<file path="src/rtl/div_pkg.sv">
// Shared constants for the long-division sequencer: default width,
// alignment counter width and the FSM state encodings.
package div_pkg;

  localparam int DIV_SIZE    = 32;
  localparam int ALIGN_CNT_W = $clog2(DIV_SIZE);

  localparam logic [3:0] S_IDLE   = 4'd0;
  localparam logic [3:0] S_INIT   = 4'd1;
  localparam logic [3:0] S_CHECK  = 4'd2;
  localparam logic [3:0] S_ALIGN  = 4'd3;
  localparam logic [3:0] S_TEST   = 4'd4;
  localparam logic [3:0] S_SHIFT  = 4'd5;
  localparam logic [3:0] S_LATCH  = 4'd6;
  localparam logic [3:0] S_ERR    = 4'd7;
  localparam logic [3:0] S_RESULT = 4'd8;

endpackage

</file>
<file path="src/rtl/div_result_reg.sv">
// Result capture/hold register: quotient, remainder and div_by_zero are
// loaded from the datapath or the zero-divisor path and held until accepted.
module div_result_reg
  import div_pkg::*;
#(
  parameter int SIZE = DIV_SIZE
) (
  input  logic            clk,
  input  logic            reset,
  input  logic            i_cap_latch,
  input  logic            i_cap_err,
  input  logic [SIZE-1:0] i_quotient,
  input  logic [SIZE-1:0] i_remainder,
  input  logic [SIZE-1:0] i_dividend,
  input  logic            i_out_ready,
  output logic            o_out_valid,
  output logic [SIZE-1:0] o_quotient,
  output logic [SIZE-1:0] o_remainder,
  output logic            o_div_by_zero
);

  logic            r_valid;
  logic [SIZE-1:0] r_quotient;
  logic [SIZE-1:0] r_remainder;
  logic            r_div_by_zero;

  // Capture on LATCH/ERR, then hold everything until the consumer takes it
  always_ff @(posedge clk or negedge reset) begin
    if (!reset) begin
      r_valid       <= 1'b0;
      r_quotient    <= {SIZE{1'b0}};
      r_remainder   <= {SIZE{1'b0}};
      r_div_by_zero <= 1'b0;
    end else if (i_cap_latch) begin
      r_valid       <= 1'b1;
      r_quotient    <= i_quotient;
      r_remainder   <= i_remainder;
      r_div_by_zero <= 1'b0;
    end else if (i_cap_err) begin
      r_valid       <= 1'b1;
      r_quotient    <= {SIZE{1'b1}};
      r_remainder   <= i_dividend;
      r_div_by_zero <= 1'b1;
    end else if (r_valid && i_out_ready) begin
      r_valid       <= 1'b0;
    end
  end

  assign o_out_valid   = r_valid;
  assign o_quotient    = r_quotient;
  assign o_remainder   = r_remainder;
  assign o_div_by_zero = r_div_by_zero;

endmodule

</file>
<file path="src/rtl/div_control.sv">
// Sequencing FSM for the long-division datapath. Optional zero-divisor
// short cut is enabled by defining DIV_ZERO_DETECT_EN.
module div_control
  import div_pkg::*;
#(
  parameter int SIZE = DIV_SIZE
) (
  input  logic            clk,
  input  logic            reset,
  input  logic            start,
  output logic            in_ready,
  input  logic [SIZE-1:0] divisor_in,
  input  logic [SIZE-1:0] dividend_in,
  output logic [SIZE-1:0] op_divisor,
  output logic [SIZE-1:0] op_dividend,
  output logic            init,
  output logic            left,
  output logic            right,
  output logic            sub,
  input  logic            cnt_is_0,
  input  logic            divisor_is_0,
  input  logic            dvsr_less_than_dvnd,
  input  logic            dvsr_equal_dvnd,
  input  logic            shifted_divisor_MSB,
  input  logic [SIZE-1:0] quotient_in,
  input  logic [SIZE-1:0] remainder_in,
  output logic            busy,
  output logic            out_valid,
  input  logic            out_ready,
  output logic [SIZE-1:0] quotient,
  output logic [SIZE-1:0] remainder,
  output logic            div_by_zero
);

  localparam int              CW        = $clog2(SIZE);
  localparam logic [CW-1:0]   ALIGN_MAX = CW'(SIZE - 1);
  localparam logic [CW-1:0]   CNT_ONE   = CW'(1);

  logic [3:0]      r_state;
  logic [3:0]      w_next_state;
  logic [CW-1:0]   r_align_cnt;
  logic [SIZE-1:0] r_op_divisor;
  logic [SIZE-1:0] r_op_dividend;
  logic            r_in_ready;
  logic            r_busy;
  logic            w_accept;
  logic            w_left_ok;
  logic            w_init;
  logic            w_left;
  logic            w_right;
  logic            w_sub;
  logic            w_out_valid;

  assign w_accept  = start && r_in_ready;
  // The counter cap bounds alignment even when the divisor never overtakes the dividend
  assign w_left_ok = !shifted_divisor_MSB && dvsr_less_than_dvnd && (r_align_cnt < ALIGN_MAX);

`ifndef DIV_ZERO_DETECT_EN
  logic w_unused_div0;
  assign w_unused_div0 = divisor_is_0;
`endif

  // Next-state decode
  always_comb begin
    w_next_state = r_state;
    case (r_state)
      S_IDLE: begin
        if (w_accept) w_next_state = S_INIT;
        else          w_next_state = S_IDLE;
      end
      S_INIT:  w_next_state = S_CHECK;
      S_CHECK: begin
`ifdef DIV_ZERO_DETECT_EN
        if (divisor_is_0) w_next_state = S_ERR;
        else              w_next_state = S_ALIGN;
`else
        w_next_state = S_ALIGN;
`endif
      end
      S_ALIGN: begin
        if (w_left_ok) w_next_state = S_ALIGN;
        else           w_next_state = S_TEST;
      end
      S_TEST: begin
        if (cnt_is_0) w_next_state = S_LATCH;
        else          w_next_state = S_SHIFT;
      end
      S_SHIFT:  w_next_state = S_TEST;
      S_LATCH:  w_next_state = S_RESULT;
      S_ERR:    w_next_state = S_RESULT;
      S_RESULT: begin
        if (w_out_valid && out_ready) w_next_state = S_IDLE;
        else                          w_next_state = S_RESULT;
      end
      default:  w_next_state = S_IDLE;
    endcase
  end

  // Datapath controls follow live status, so they are decoded combinationally
  always_comb begin
    w_init  = 1'b0;
    w_left  = 1'b0;
    w_right = 1'b0;
    w_sub   = 1'b0;
    case (r_state)
      S_INIT:  w_init  = 1'b1;
      S_ALIGN: w_left  = w_left_ok;
      S_TEST:  w_sub   = dvsr_less_than_dvnd || dvsr_equal_dvnd;
      S_SHIFT: w_right = 1'b1;
      default: w_init  = 1'b0;
    endcase
  end

  // State, handshake flags, operand latch and alignment counter
  always_ff @(posedge clk or negedge reset) begin
    if (!reset) begin
      r_state       <= S_IDLE;
      r_in_ready    <= 1'b1;
      r_busy        <= 1'b0;
      r_align_cnt   <= {CW{1'b0}};
      r_op_divisor  <= {SIZE{1'b0}};
      r_op_dividend <= {SIZE{1'b0}};
    end else begin
      r_state    <= w_next_state;
      r_in_ready <= (w_next_state == S_IDLE);
      r_busy     <= (w_next_state != S_IDLE);
      if (w_accept) begin
        r_op_divisor  <= divisor_in;
        r_op_dividend <= dividend_in;
        r_align_cnt   <= {CW{1'b0}};
      end else if (w_left) begin
        r_align_cnt   <= r_align_cnt + CNT_ONE;
      end
    end
  end

  div_result_reg #(.SIZE(SIZE)) u_result (
    .clk           (clk),
    .reset         (reset),
    .i_cap_latch   (r_state == S_LATCH),
    .i_cap_err     (r_state == S_ERR),
    .i_quotient    (quotient_in),
    .i_remainder   (remainder_in),
    .i_dividend    (r_op_dividend),
    .i_out_ready   (out_ready),
    .o_out_valid   (w_out_valid),
    .o_quotient    (quotient),
    .o_remainder   (remainder),
    .o_div_by_zero (div_by_zero)
  );

  assign in_ready    = r_in_ready;
  assign busy        = r_busy;
  assign op_divisor  = r_op_divisor;
  assign op_dividend = r_op_dividend;
  assign init        = w_init;
  assign left        = w_left;
  assign right       = w_right;
  assign sub         = w_sub;
  assign out_valid   = w_out_valid;

endmodule

</file>
<file path="config.mk">
export PLATFORM = sky130hd
export DESIGN_NAME = div_control
export DESIGN_NICKNAME = d
export VERILOG_FILES = /design/src/rtl/div_pkg.sv /design/src/rtl/div_result_reg.sv /design/src/rtl/div_control.sv
export SDC_FILE = /design/constraint.sdc
export NUM_CORES = 1
export LEC_CHECK = 0
export ABC_AREA = 1
export ABC_CLOCK_PERIOD_IN_PS = 1600
export CAP_MARGIN = 20
export CORE_MARGIN = 2
export CORE_UTILIZATION = 42
export DETAILED_ROUTE_END_ITERATION = 10
export GPL_TIMING_DRIVEN = 0
export PLACE_DENSITY = 0.81
export REMOVE_ABC_BUFFERS = 1
export SYNTH_ARGS = -nofsm -noshare
export SYNTH_HDL_FRONTEND = slang
export SYNTH_SLANG_ARGS = --single-unit
</file>
<file path="constraint.sdc">
create_clock -name clk -period 1.6 [get_ports clk]
set_input_delay 0.32 -clock clk [delete_from_list [all_inputs] [get_ports clk]]
set_output_delay 0.32 -clock clk [all_outputs]
set_load 0.02 [all_outputs]
</file>
==> summary.json <==
{
  "grt.overflow.total": {"value": 0},
  "mappedNetlistArea": {"value": 0.00592, "unit": "mm^2"},
  "dr_total_vias": {"value": 5943},
  "worst_path_largest_cell_delay": {"value": 0.48, "unit": "ns"},
  "timing_hold_violations_final": {"value": 0},
  "tritoncts": {"value": "done"},
  "layout.cells.most_common": {"value": "sky130_fd_sc_hd__nand2_1"},
  "detail_route.first_pass.iterations": {"value": 4},
  "rsz0062_at_grt": {"value": "yes"},
  "yosys.area.top_type": {"value": "sky130_fd_sc_hd__dfrtp_1"},
  "end_kind": {"value": "output pin"},
  "share_of_the_synthesized_area_in_the_top_cell_type": {"value": 0.592},
  "detailedPlacementHpwl": {"value": 12000, "unit": "um"},
  "totalWireLength": {"value": 22200, "unit": "um"},
  "worst_path_required_time": {"value": 1.28, "unit": "ns"},
  "diodes": {"value": 0},
  "cp-start-kind": {"value": "register"},
  "core_area": {"value": 0.0138, "unit": "mm^2"},
  "grt_usage": {"value": 0.271},
  "slew_headroom": {"value": 0.567},
  "kind_of_critical_path": {"value": "reg2out"},
  "setup_viol": {"value": 4},
  "worst_hold_slack_across_all_endpoints": {"value": 0.442, "unit": "ns"},
  "drt_drc": {"value": 0},
  "finalCriticalPeriod": {"value": 1.76, "unit": "ns"},
  "peakVddDrop": {"value": 1000, "unit": "uV"},
  "postSynth.asyncResetShare": {"value": 1.00},
  "synth.distinct_cells": {"value": 29},
  "worst_flop_to_flop_path_endpoint": {"value": "u_result.o_remainder[24]"},
  "period_share": {"value": 1.10},
  "top_ports": {"value": 273},
  "drv_slew": {"value": 0},
  "drive_above_1_share": {"value": 0.140},
  "worst_clock_skew": {"value": 0.00566, "unit": "ns"},
  "worst_hold_path_cell_count": {"value": 3},
  "flop_and_latch_count_out_of_synthesis": {"value": 141},
  "synth_seq_area_share": {"value": 0.596},
  "critPathArrivalTime": {"value": 1.44, "unit": "ns"},
  "fmaxAchievable": {"value": 569, "unit": "MHz"},
  "crit_path_max_fanout": {"value": 5},
  "synth_cells": {"value": 677},
  "filler_cell_count": {"value": 1073},
  "synthTopCellsByArea": {"value": "sky130_fd_sc_hd__dfrtp_1 59%, sky130_fd_sc_hd__nand2_1 18%, sky130_fd_sc_hd__nor2_1 4.7%"},
  "area.growth.synth_to_final": {"value": 70.3, "unit": "%"},
  "port-buffer-count": {"value": 271},
  "final_cells": {"value": 1172},
  "ff2ff_setup_slack": {"value": 0.01, "unit": "ns"},
  "clockBufferDepth": {"value": 2},
  "grt_start_max_net_pins": {"value": 75},
  "insertion_delay": {"value": 0.41, "unit": "ns"},
  "cts-htree-levels": {"value": 4},
  "global_route_wire_length_before_repair": {"value": 30600, "unit": "um"},
  "cts.reportedPaths.clkPinSlew": {"value": 0.06, "unit": "ns"},
  "power.static_leakage": {"value": 0.00501, "unit": "uW"},
  "crit-reg2reg-launch": {"value": "r_state[3]"},
  "routed_via_density": {"value": 5.07},
  "place.detailed.instances": {"value": 1091},
  "avgRoutedWirePerCell": {"value": 18.9, "unit": "um"},
  "synth-warning-count": {"value": 0},
  "worst_slew_pin_slew": {"value": 0.650, "unit": "ns"},
  "reg2reg_depth": {"value": 8},
  "slowest_stage": {"value": "sky130_fd_sc_hd__dfrtp_4"},
  "worst_hold_path.endpoint": {"value": "op_divisor[6]"},
  "finish.net_count": {"value": 1118},
  "die_w": {"value": 123, "unit": "um"},
  "worstPathCellList": {"value": "nand2_4, nor2_4, nand3_4, inv_4, buf_6"},
  "yosys_most_used_dff": {"value": "sky130_fd_sc_hd__dfrtp_1"},
  "run_status": {"value": "finished, violations left"},
  "number_of_antenna_violations_at_the_first_check_in_global_routing": {"value": 0},
  "post_synth.cell_area_avg": {"value": 8.74, "unit": "um^2"},
  "synth_edf_count": {"value": 0},
  "clockRootBuffer": {"value": "sky130_fd_sc_hd__clkbuf_16"},
  "tritoncts_num_sinks": {"value": 141},
  "drt-initial-drc-count": {"value": 369},
  "max-cap-violations": {"value": 0},
  "p_total": {"value": 21100, "unit": "uW"},
  "failed_checks": {"value": "negative setup slack"},
  "fin_ws": {"value": -0.158, "unit": "ns"},
  "cts_made_buffers": {"value": 17},
  "layout_common_cells": {"value": "277 x sky130_fd_sc_hd__nand2_1, 137 x sky130_fd_sc_hd__dfrtp_1, 133 x sky130_fd_sc_hd__clkdlybuf4s50_1"},
  "worst_setup_slack_after_placement": {"value": -1.08, "unit": "ns"},
  "power-per-cell-area": {"value": 2090, "unit": "mW/mm^2"},
  "postRouteAntennaNets": {"value": 0},
  "hold_wc_startpoint": {"value": "divisor_in[6]"},
  "hold_class": {"value": "in2reg"},
  "multiInputGateArea": {"value": 0.00241, "unit": "mm^2"},
  "start_util": {"value": 0.428},
  "final-seq-area": {"value": 0.00354, "unit": "mm^2"},
  "fp-row-count": {"value": 43},
  "die_area": {"value": 0.0151, "unit": "mm^2"},
  "grt_pass1_vias": {"value": 5713},
  "die_height": {"value": 123, "unit": "um"},
  "gp_routability_congestion": {"value": 0.804}
}
## synth_stat cells (2+ instances only)
cell	count
sky130_fd_sc_hd__nand2_2	2
sky130_fd_sc_hd__inv_2	4
sky130_fd_sc_hd__o211ai_1	32
sky130_fd_sc_hd__inv_1	10
sky130_fd_sc_hd__nand2_1	283
sky130_fd_sc_hd__dfrtp_1	140
sky130_fd_sc_hd__o21ai_1	24
sky130_fd_sc_hd__nand4_1	2
sky130_fd_sc_hd__nor2_1	74
sky130_fd_sc_hd__clkbuf_1	11
sky130_fd_sc_hd__buf_2	22
sky130_fd_sc_hd__buf_6	3
sky130_fd_sc_hd__nand3_1	10
sky130_fd_sc_hd__xor2_1	2
sky130_fd_sc_hd__buf_4	3
sky130_fd_sc_hd__o21ai_0	42
## kinds of logic after synthesis
kind of cell | share of synthesized area
XOR/XNOR | 0.00444
adder cells (fa/ha/maj) | 0.00211
buffers and inverters | 0.0455
AO/OA/AOI/OAI | 0.0994
flip-flops | 0.596
AND/OR/NAND/NOR | 0.252
## report_power, final
group	internal, uW	switching (uW)	leakage [uW]
logic	4080	6380	0.00301
registers	5320	1070	0.00171
clock network	2720	1500	0.000293
total	12100	8940	0.00501
## through the flow
step	area, um^2	utilization	setup TNS (ns)
after detailed placement	8740	0.632	-96.06
final	10100	0.729	-0.512
after global routing	10100	0.729	-1.23
after floorplan	5700	-	-122.47
after global placement	8640	0.625	-1132.32
after CTS	9670	0.699	-0.471
## sequential cells by signal, indices dropped and copies added, names as in the netlist
register	count
u_result.o_remainder	32
u_result.o_quotient	32
in_ready	1
u_result.o_div_by_zero	1
op_divisor	32
busy	1
r_state	4
u_result.o_out_valid	1
r_align_cnt	5
op_dividend	32
## metal layers
layer | vias up | wire (um) | share of wire | track usage
li1 | 2787 | - | - | -
met5 | - | 0 | 0 | 0
met3 | 35 | 2240 | 0.10 | 0.103
met1 | 2834 | 8840 | 0.40 | 0.325
met2 | 287 | 10600 | 0.48 | 0.445
met4 | 0 | 468 | 0.021 | 0.0977
## worst max-delay path: cells and delay by family (launching register included)
kind | cells | cell delay, ns
DFF | 1 | 0.48
and+or+nand+nor | 3 | 0.34
buffers and inverters | 2 | 0.20
## how the worst max path moves through the flow
stage	to	start	slack (ns)
2_1_floorplan	busy	in_ready	-1.69
4_1_cts	left	r_state[2]	-0.15
3_5_place_dp	u_result.o_remainder[6]	r_state[0]	-1.08
3_3_place_gp	op_divisor[7]	reset	-5.53
5_1_grt	left	r_state[2]	-0.21
6_report	left	r_state[1]	-0.16
## layout make-up
class / count / area share
Sequential cell: 141 / 0.351
Timing Repair Buffer: 316 / 0.315
Multi-Input combinational cell: 489 / 0.239
Clock buffer: 21 / 0.0467
Tap cell: 180 / 0.0223
Clock inverter: 10 / 0.0161
Inverter: 14 / 0.00894
Timing Repair inverter: 1 / 0.000869
## what timing repair did
| action | in CTS | in global routing |
|---|---|---|
| hold endpoints to repair | 67 | 0 |
| hold buffers | 1 | 0 |
| setup buffers | 23 | 14 |
| setup endpoints to repair | 276 | 38 |
| pin swaps | 8 | 9 |
| resized for setup | 192 | 58 |
| cloned | 5 | 7 |
Power figures use the tool's default switching activity.
